--- config.mk ---
export PLATFORM = sky130hd
export DESIGN_NAME = iccm_dump_tx
export DESIGN_NICKNAME = d
export VERILOG_FILES = /design/src/rtl/prog_pkg.sv /design/src/rtl/uart_tx_byte.sv /design/src/rtl/iccm_dump_tx.sv
export SDC_FILE = /design/constraint.sdc
export NUM_CORES = 1
export LEC_CHECK = 0
export ABC_AREA = 1
export CORE_UTILIZATION = 36
export CTS_BUF_LIST = sky130_fd_sc_hd__clkbuf_2 sky130_fd_sc_hd__clkbuf_4 sky130_fd_sc_hd__clkbuf_8
export DETAILED_ROUTE_END_ITERATION = 10
export HOLD_SLACK_MARGIN = 0.12
export SLEW_MARGIN = 15
export SYNTH_ARGS = -nofsm -noshare
export SYNTH_HDL_FRONTEND = slang
export SYNTH_SLANG_ARGS = --single-unit
--- constraint.sdc ---
create_clock -name clk_i -period 2.7 [get_ports clk_i]
set_input_delay 0.405 -clock clk_i [delete_from_list [all_inputs] [get_ports clk_i]]
set_output_delay 0.405 -clock clk_i [all_outputs]
set_load 0.01 [all_outputs]
--- src/rtl/prog_pkg.sv ---
// Shared definitions for the ICCM program load/readback paths.
package prog_pkg;

  // Readback engine sequencing states.
  typedef enum logic [2:0] {
    IDLE,
    READ,
    LOAD,
    SEND,
    DONE
  } dump_state_e;

  localparam int UART_DATA_BITS  = 8;
  localparam int BYTES_PER_WORD  = 4;
  // Start bit + data bits + stop bit; also used by uart_rx_prog.
  localparam int UART_FRAME_BITS = UART_DATA_BITS + 2;

endpackage

--- src/rtl/uart_tx_byte.sv ---
// 8N1 serializer: one start bit, eight data bits LSB first, one stop bit.
// A start request in the final cycle of a stop bit chains the next frame
// with no idle gap.
module uart_tx_byte
  import prog_pkg::*;
(
  input  logic        clk_i,
  input  logic        rst_ni,
  input  logic        start_i,
  input  logic [7:0]  byte_i,
  input  logic [15:0] clks_per_bit_i,
  output logic        tx_o,
  output logic        done_o
);

  logic        r_active;
  logic [15:0] r_cnt;
  logic [15:0] r_period;
  logic [3:0]  r_bit_idx;
  logic [7:0]  r_data;

  logic [15:0] w_period_eff;
  logic        w_bit_end;
  logic        w_last_bit;
  logic [2:0]  w_data_sel;

  // A zero period would never end a bit, so it runs as one cycle per bit.
  assign w_period_eff = (clks_per_bit_i == 16'd0) ? 16'd1 : clks_per_bit_i;
  assign w_bit_end    = r_active && (r_cnt == r_period - 16'd1);
  assign w_last_bit   = (r_bit_idx == 4'(UART_FRAME_BITS - 1));
  assign w_data_sel   = 3'(r_bit_idx - 4'd1);
  assign done_o       = w_bit_end && w_last_bit;

  // Bit-period counter and frame position; period and data frozen per frame.
  always_ff @(posedge clk_i) begin
    if (!rst_ni) begin
      r_active  <= 1'b0;
      r_cnt     <= 16'd0;
      r_period  <= 16'd1;
      r_bit_idx <= 4'd0;
      r_data    <= 8'd0;
    end else if (start_i) begin
      r_active  <= 1'b1;
      r_cnt     <= 16'd0;
      r_period  <= w_period_eff;
      r_bit_idx <= 4'd0;
      r_data    <= byte_i;
    end else if (r_active) begin
      if (w_bit_end) begin
        r_cnt <= 16'd0;
        if (w_last_bit) begin
          r_active <= 1'b0;
        end else begin
          r_bit_idx <= r_bit_idx + 4'd1;
        end
      end else begin
        r_cnt <= r_cnt + 16'd1;
      end
    end
  end

  // Line level: idle high, start low, data bits, stop high.
  always_comb begin
    tx_o = 1'b1;
    if (r_active) begin
      if (r_bit_idx == 4'd0) begin
        tx_o = 1'b0;
      end else if (w_last_bit) begin
        tx_o = 1'b1;
      end else begin
        tx_o = r_data[w_data_sel];
      end
    end
  end

endmodule

--- src/rtl/iccm_dump_tx.sv ---
// ICCM readback: reads words from address 0 upward and sends each as four
// UART bytes, least-significant byte first.
module iccm_dump_tx
  import prog_pkg::*;
#(
  parameter int ADDR_W = 12,
  parameter int CNT_W  = ADDR_W + 1
) (
  input  logic              clk_i,
  input  logic              rst_ni,
  input  logic              dump_i,
  input  logic [CNT_W-1:0]  num_words_i,
  input  logic [15:0]       clks_per_bit_i,
  output logic              rd_en_o,
  output logic [ADDR_W-1:0] rd_addr_o,
  input  logic [31:0]       rd_data_i,
  output logic              tx_o,
  output logic              busy_o,
  output logic              done_o
);

  dump_state_e r_state;
  dump_state_e w_state_next;

  logic [CNT_W-1:0]  r_count;
  logic [15:0]       r_period;
  logic [ADDR_W-1:0] r_addr;
  // Bytes of the current word not yet handed to the serializer.
  logic [23:0]       r_rest;
  logic [1:0]        r_byte_idx;

  logic       w_tx_start;
  logic [7:0] w_tx_byte;
  logic       w_tx_done;
  logic       w_last_word;
  logic       w_last_byte;

  // Compare against count-1 so a full 2^ADDR_W dump stops at the top address.
  assign w_last_word = (CNT_W'(r_addr) == (r_count - CNT_W'(1)));
  assign w_last_byte = (r_byte_idx == 2'(BYTES_PER_WORD - 1));
  assign rd_addr_o   = r_addr;

  uart_tx_byte u_tx (
    .clk_i          (clk_i),
    .rst_ni         (rst_ni),
    .start_i        (w_tx_start),
    .byte_i         (w_tx_byte),
    .clks_per_bit_i (r_period),
    .tx_o           (tx_o),
    .done_o         (w_tx_done)
  );

  // State register.
  always_ff @(posedge clk_i) begin
    if (!rst_ni) begin
      r_state <= IDLE;
    end else begin
      r_state <= w_state_next;
    end
  end

  // Latched job parameters, word address and byte shifter.
  always_ff @(posedge clk_i) begin
    if (!rst_ni) begin
      r_count    <= '0;
      r_period   <= 16'd1;
      r_addr     <= '0;
      r_rest     <= '0;
      r_byte_idx <= '0;
    end else begin
      case (r_state)
        IDLE: begin
          if (dump_i && (num_words_i != '0)) begin
            r_count  <= num_words_i;
            r_period <= clks_per_bit_i;
            r_addr   <= '0;
          end
        end
        LOAD: begin
          r_rest     <= rd_data_i[31:8];
          r_byte_idx <= '0;
        end
        SEND: begin
          if (w_tx_done) begin
            r_rest     <= r_rest >> 8;
            r_byte_idx <= r_byte_idx + 2'd1;
            if (w_last_byte && !w_last_word) begin
              r_addr <= r_addr + ADDR_W'(1);
            end
          end
        end
        default: ;
      endcase
    end
  end

  // Next state, SRAM strobe, serializer kick and status outputs.
  always_comb begin
    w_state_next = r_state;
    w_tx_start   = 1'b0;
    w_tx_byte    = r_rest[7:0];
    rd_en_o      = 1'b0;
    busy_o       = 1'b0;
    done_o       = 1'b0;
    case (r_state)
      IDLE: begin
        if (dump_i) begin
          w_state_next = (num_words_i != '0) ? READ : DONE;
        end
      end
      READ: begin
        rd_en_o      = 1'b1;
        busy_o       = 1'b1;
        w_state_next = LOAD;
      end
      LOAD: begin
        busy_o       = 1'b1;
        w_tx_start   = 1'b1;
        w_tx_byte    = rd_data_i[7:0];
        w_state_next = SEND;
      end
      SEND: begin
        busy_o = 1'b1;
        if (w_tx_done) begin
          if (!w_last_byte) begin
            w_tx_start = 1'b1;
          end else if (w_last_word) begin
            w_state_next = DONE;
          end else begin
            w_state_next = READ;
          end
        end
      end
      DONE: begin
        done_o       = 1'b1;
        w_state_next = IDLE;
      end
      default: w_state_next = IDLE;
    endcase
  end

endmodule

==> reports/metrics.yaml, run 1 <==
outcome: "finished, final reports clean"
placed_cells: 1297
port_buffers: 79
nNetsFinal: 1164
cp_max_fo: 4
synth_seq_cells: 115
hpwl_um: 12600
dieWidth_um: 137
whs_ns: 0.473
routedWlPerCell_um: 13.0
crit_arrival_ns: 2.00
initial_core_util: 0.374
htreeDepth: 4
slew_headroom: 0.519
firstDrtPassIters: 5
crit_slowest_cell: "dfxtp_1"
synth-seq-area-share: 0.351
numCtsBuffers: 17
syn_to_final_growth_pct: 22.8
fmax_mhz: 415
fin_cells: 1328
io_pins: 80
gr-total-overflow: 0
setup-tns-final_ns: 0
ir_drop_uv: 464
synth_area_um2: 6560
synth-edff-count: 0
vias: 6444
finalCriticalPeriod_ns: 2.41
worstSetupStartpointType: "flop"
synth_warnings: 0
wirelength_um: 17200
crit_path_max_incr_delay_ns: 0.36
cts.sinks: 115
worst_clock_skew_ns: 0.0131
rows: 48
clock_path_buffers: 2
criticalPathCategory: "flop to primary output"
chipHeight_um: 137
grt_max_degree: 58
die-area_um2: 18800
final_cell_mix: "248 x nand2_1, 142 x nor2_1, 114 x dfxtp_1"
crit_chain: "inv_1, ha_4, inv_1, a21oi_1, o21ai_0, a21oi_1, a311oi_1, o21ai_0, clkbuf_2"
final_common_cell: "nand2_1"
insertedDiodeCount: 0
finalMaxSlewViolations: 0
p_per_area_nw_per_um2: 864
async_flop_share: 0
syn_inst: 1021
p_leak_uw: 0.00350
grt_first_pass_wirelength_um: 28600
drive_above_1_share: 0.0716
drt_iter0_drc: 363
drc: 0
ant_nets: 0
cap_violations: 0
antenna_found_initial: 0
clkTransAtPathRegs_ns: 0.07
synth_fp_nets: 1094
avgSynthCellArea_um2: 6.42
crit_required_ns: 2.30
finalSetupViolations: 0
clock_latency_ns: 0.44
grt_pass1_vias: 5913
root_buffer: "clkbuf_8"
coreArea_um2: 17500
via_per_inst: 4.85
hp-class: "flop to flop"
rsz0062_at_grt: "false"
end_kind: "primary output"
num-fill-cells: 1883
cts_hold_buf: 0
cts_tree: "yes"
grt_util_all_layers: 0.193
yosys_most_used_dff: "dfxtp_1"
tightest_slew_ns: 0.721
hold_viol: 0
gp_congestion: 0.894
ys_types: 36
period_share: 0.892
[worst paths after layout]
kind,start,endpoint,slack [ns],depth (start not counted)
worst max-delay path,u_tx.r_bit_idx[1]$_SDFFE_PP0P_,tx_o,0.29,9
worst min register to register,r_period[15]$_SDFFE_PN0P_,r_period[15]$_SDFFE_PN0P_,0.47,2
worst min-delay path,r_period[15]$_SDFFE_PN0P_,r_period[15]$_SDFFE_PN0P_,0.47,2
worst max register to register,u_tx.r_period[0]$_SDFFE_PN1P_,u_tx.r_data[7]$_SDFFE_PN0P_,0.30,14
[area by class of cell]
cell class	instances	area, um2	share of cell area
Multi-Input combinational cell	751	3660	0.455
Sequential cell	115	2300	0.286
Timing Repair Buffer	98	981	0.122
Inverter	108	407	0.0505
Tap cell	225	282	0.0350
Clock buffer	19	262	0.0325
Clock inverter	12	156	0.0194
[cell usage after synthesis, types with 2 or more instances]
cell type | instances | area [um2]
inv_2 | 2 | 7.51
or2_2 | 3 | 18.8
nand2_2 | 3 | 18.8
buf_2 | 4 | 20.0
nor3b_1 | 3 | 22.5
clkbuf_1 | 32 | 120
nand4_1 | 22 | 138
a21oi_1 | 71 | 355
inv_1 | 105 | 394
nor2_1 | 142 | 533
o21ai_1 | 13 | 65.1
xor2_1 | 25 | 219
nor3_1 | 22 | 110
buf_6 | 5 | 56.3
o21ai_0 | 50 | 250
nand3_1 | 91 | 455
nand2_1 | 250 | 938
xnor2_1 | 16 | 140
nor4_1 | 8 | 50.1
o21bai_1 | 2 | 15.0
dfxtp_1 | 115 | 2300
buf_1 | 2 | 7.51
buf_4 | 3 | 22.5
nor2_2 | 8 | 50.1
ha_1 | 9 | 113
nand3b_1 | 5 | 37.5
[logic make-up after synthesis]
family,count (synthesis),share of synthesized area
compound gates,140,0.110
xor+xnor,42,0.0582
fa+ha+maj,9,0.0172
buf+inv,155,0.0973
flops,115,0.351
simple gates,560,0.367
[report_power, final]
part,internal [uW],switching [uW],total [uW]
logic,1100,1830,2930
clock network,959,740,1700
registers,2060,268,2330
total,4120,2840,6960
[critical path: cells and delay by family, from the launching register on]
family / cells / cell delay [ns]
AO/OA/AOI/OAI: 5 / 0.57
buffers and inverters: 3 / 0.34
flip-flops: 1 / 0.36
adder cells (fa/ha/maj): 1 / 0.31
[timing repair]
action                     4_1_cts  5_1_grt
setup endpoints to repair        1       45
setup buffers                    0        0
gates resized for setup          1       12
[state kept, by name (all words and copies together) (netlist names)]
name,count
r_rest,24
r_period,16
u_tx.r_cnt,16
u_tx.r_period,16
r_count,13
rd_addr_o,12
u_tx.r_data,8
u_tx.r_bit_idx,4
r_state,3
r_byte_idx,2
u_tx.r_active,1
[layer usage]
layer	part of all wire	global-route usage
met1	0.49	0.255
met4	0.013	0.0653
met3	0.041	0.0422
met2	0.45	0.310
met5	0	0
[per-stage QoR]
stage | total power, uW | setup WS [ns] | cell area, um2 | utilization
2_1_floorplan | 4440 | 0.546 | 6560 | -
3_3_place_gp | 5240 | 0.215 | 7600 | 0.433
3_5_place_dp | 5250 | 0.146 | 7600 | 0.433
4_1_cts | 6980 | 0.0667 | 8010 | 0.457
5_1_grt | 7540 | 0.0436 | 8050 | 0.459
6_report | 6960 | 0.292 | 8050 | 0.459
(Power assumes the default switching activity.)
==> inputs of run 2 (changes only) <==
- PLACE_DENSITY: not set -> 0.62
- clock period: 2.7 -> 2.4 ns (I/O delays scaled with it)
==> reports/metrics.yaml, run 2 (same netlist as run 1, synthesis figures left out) <==
clock_path_buffers: 2  # unchanged
slew_headroom: 0.503  # -0.0162
crit_required_ns: 2.74  # +0.44 ns
clkTransAtPathRegs_ns: 0.07  # about the same
vias: 6558  # +1.8%
root_buffer: "clkbuf_8"
gp_congestion: 0.894  # unchanged
die-area_um2: 18800  # unchanged
drt_iter0_drc: 325  # -10%
antenna_found_initial: 0  # unchanged
power_switching_share: 0.405  # -0.00255
nNetsFinal: 1186  # +1.9%
finalMaxSlewViolations: 0  # unchanged
p_int_uw: 4840  # +18%
firstDrtPassIters: 4  # -1
p_total_uw: 8140  # +17%
worstSetupStartpointType: "flop"
comb_power_share: 0.426  # +0.005
hold_viol: 0  # unchanged
cts_tree: "yes"
clock_power_share: 0.253  # +0.009
largest_reg_flops: 24  # unchanged
hpwl_um: 12700  # +0.39%
tightest_slew_ns: 0.745  # +0.0242 ns
whs_ns: 0.258  # -0.215 ns
cts_hold_buf: 0  # unchanged
crit_path_max_incr_delay_ns: 0.35  # about the same
fin_util: 0.475  # +0.0154
final_cell_mix: "247 x nand2_1, 140 x nor2_1, 112 x dfxtp_1"
p_leak_uw: 0.00362  # +3.3%
crit_chain: "inv_1, ha_2, nor2_1, nor2_1, nand3_1, nor2_1, nand3_1, nor2_1, nand2_1, nor2_4, nand2_2, clkinv_2, nand3_4, buf_12, a21oi_1, nor2_1"
crit_arrival_ns: 2.58  # +0.58 ns
ir_drop_uv: 442  # -4.7%
grt_first_pass_wirelength_um: 29600  # +3.6%
cap_violations: 0  # unchanged
grt_max_degree: 58  # unchanged
drc: 0  # unchanged
chipHeight_um: 137  # unchanged
finalCriticalPeriod_ns: 2.23
hp-class: "input pin to flop"
insertedDiodeCount: 0  # unchanged
worst_clock_skew_ns: 0.0174  # +0.00427 ns
final_common_cell: "nand2_1"
port_buffers: 79  # unchanged
period_share: 0.931
path_buf_inv: 3  # unchanged
cp_max_fo: 19  # +15
ant_nets: 0  # unchanged
fmax_mhz: 447
initial_core_util: 0.374  # unchanged
cpLargestDelayFamily: "simple AND/OR/NAND/NOR gates"
path_common_cell: "nor2_1"
io_pins: 80  # unchanged
grt_pass1_vias: 6313  # +6.8%
routedWlPerCell_um: 12.7  # -1.7%
drive_above_1_share: 0.105  # +0.0332
wirelength_um: 17200  # unchanged
top_register: "r_rest"
end_kind: "flop"
num-fill-cells: 1822  # -3.2%
cts.sinks: 115  # unchanged
rsz0062_at_grt: "true"
rows: 48  # unchanged
gr-total-overflow: 0  # unchanged
htreeDepth: 4  # unchanged
via_per_inst: 4.85  # about the same
crit_slowest_cell: "dfxtp_2"
dieWidth_um: 137  # unchanged
grt_util_all_layers: 0.200  # +0.00701
p_seq_frac: 0.320  # -0.015
clock_latency_ns: 0.46  # +0.02 ns
outcome: "finished, final reports clean"
p_sw_uw: 3300  # +16%
p_per_area_nw_per_um2: 979  # +13%
coreArea_um2: 17500  # unchanged
numCtsBuffers: 17  # unchanged
syn_to_final_growth_pct: 26.9
setup-tns-final_ns: 0  # unchanged
criticalPathCategory: "flop to flop"
finalSetupViolations: 0  # unchanged
## run 2: cell types whose count changed in the layout (fill, tap and decap cells not counted), moves of 3 or more
| cell | previous run | this run |
|---|---|---|
| a21oi_2 | 0 | 3 |
| o21ai_0 | 50 | 47 |
| buf_4 | 13 | 35 |
| o21ai_1 | 13 | 16 |
| a21oi_1 | 71 | 68 |
| inv_2 | 2 | 5 |
| inv_1 | 104 | 101 |
## run 2: repair_timing
item | in CTS | in global routing
setup endpoints to repair | 13 | 78
gates resized for setup | 9 | 34
setup buffers | 0 | 4
pin swaps | 0 | 6
gates cloned | 0 | 0
## run 2: layout make-up
class | instances | area (um2) | share of cell area
multi-input cells | 751 | 3730 | 0.448
flip-flops and latches | 115 | 2310 | 0.277
repair buffers | 120 | 1150 | 0.138
inverters | 108 | 409 | 0.0492
well taps | 225 | 282 | 0.0338
clock buffers | 18 | 248 | 0.0298
clock inverters | 14 | 200 | 0.0241
## run 2: stage by stage
stage / area, um2 / setup slack (ns) / instances
after floorplan: 6560 / 0.246 / 1021
after global placement: 7720 / 0.0326 / 1315
after detailed placement: 7720 / -0.00598 / 1315
after CTS: 8180 / 0.000996 / 1347
after global routing: 8320 / -0.0388 / 1351
final: 8320 / 0.165 / 1351
## run 2: per-layer routing
layer / GRT usage / share of wire / vias to the layer above
li1: - / - / 3472
met1: 0.264 / 0.49 / 2918
met2: 0.315 / 0.44 / 139
met3: 0.0385 / 0.043 / 29
met4: 0.0910 / 0.023 / 0
met5: 0 / 0 / -
## run 2: power groups by stage
stage	combinational, uW	sequential (uW)	clock [uW]
floorplan	2420	2580	0
global placement	3320	2640	0
detailed placement	3340	2640	0
CTS	3370	2600	2120
global route	3980	2660	2200
finish	3470	2610	2060
## run 2: worst register-to-register path, delay by kind of cell (launching register included)
family                     cells  cell delay (ns)
AOI/OAI and AO/OA              1             0.13
and+or+nand+nor               11             1.02
DFF                            1             0.35
buffers and inverters          3             0.31
adders and majority gates      1             0.33
## run 2: worst paths after layout
| check | cells past startpoint | startpoint | end | slack (ns) |
|---|---|---|---|---|
| min | 2 | rst_ni | r_period[0]$_SDFFE_PN1P_ | 0.26 |
| max reg2reg | 16 | u_tx.r_period[1]$_SDFFE_PN0P_ | u_tx.r_period[8]$_SDFFE_PN0P_ | 0.17 |
| min reg2reg | 2 | r_period[15]$_SDFFE_PN0P_ | r_period[15]$_SDFFE_PN0P_ | 0.47 |
| max | 16 | u_tx.r_period[1]$_SDFFE_PN0P_ | u_tx.r_period[8]$_SDFFE_PN0P_ | 0.17 |
==> inputs of run 3 (changes only) <==
- CTS_CLUSTER_SIZE: not set -> 10
==> results of run 3 <==
The final DEF is identical to that of run 2; final timing and power are the same.
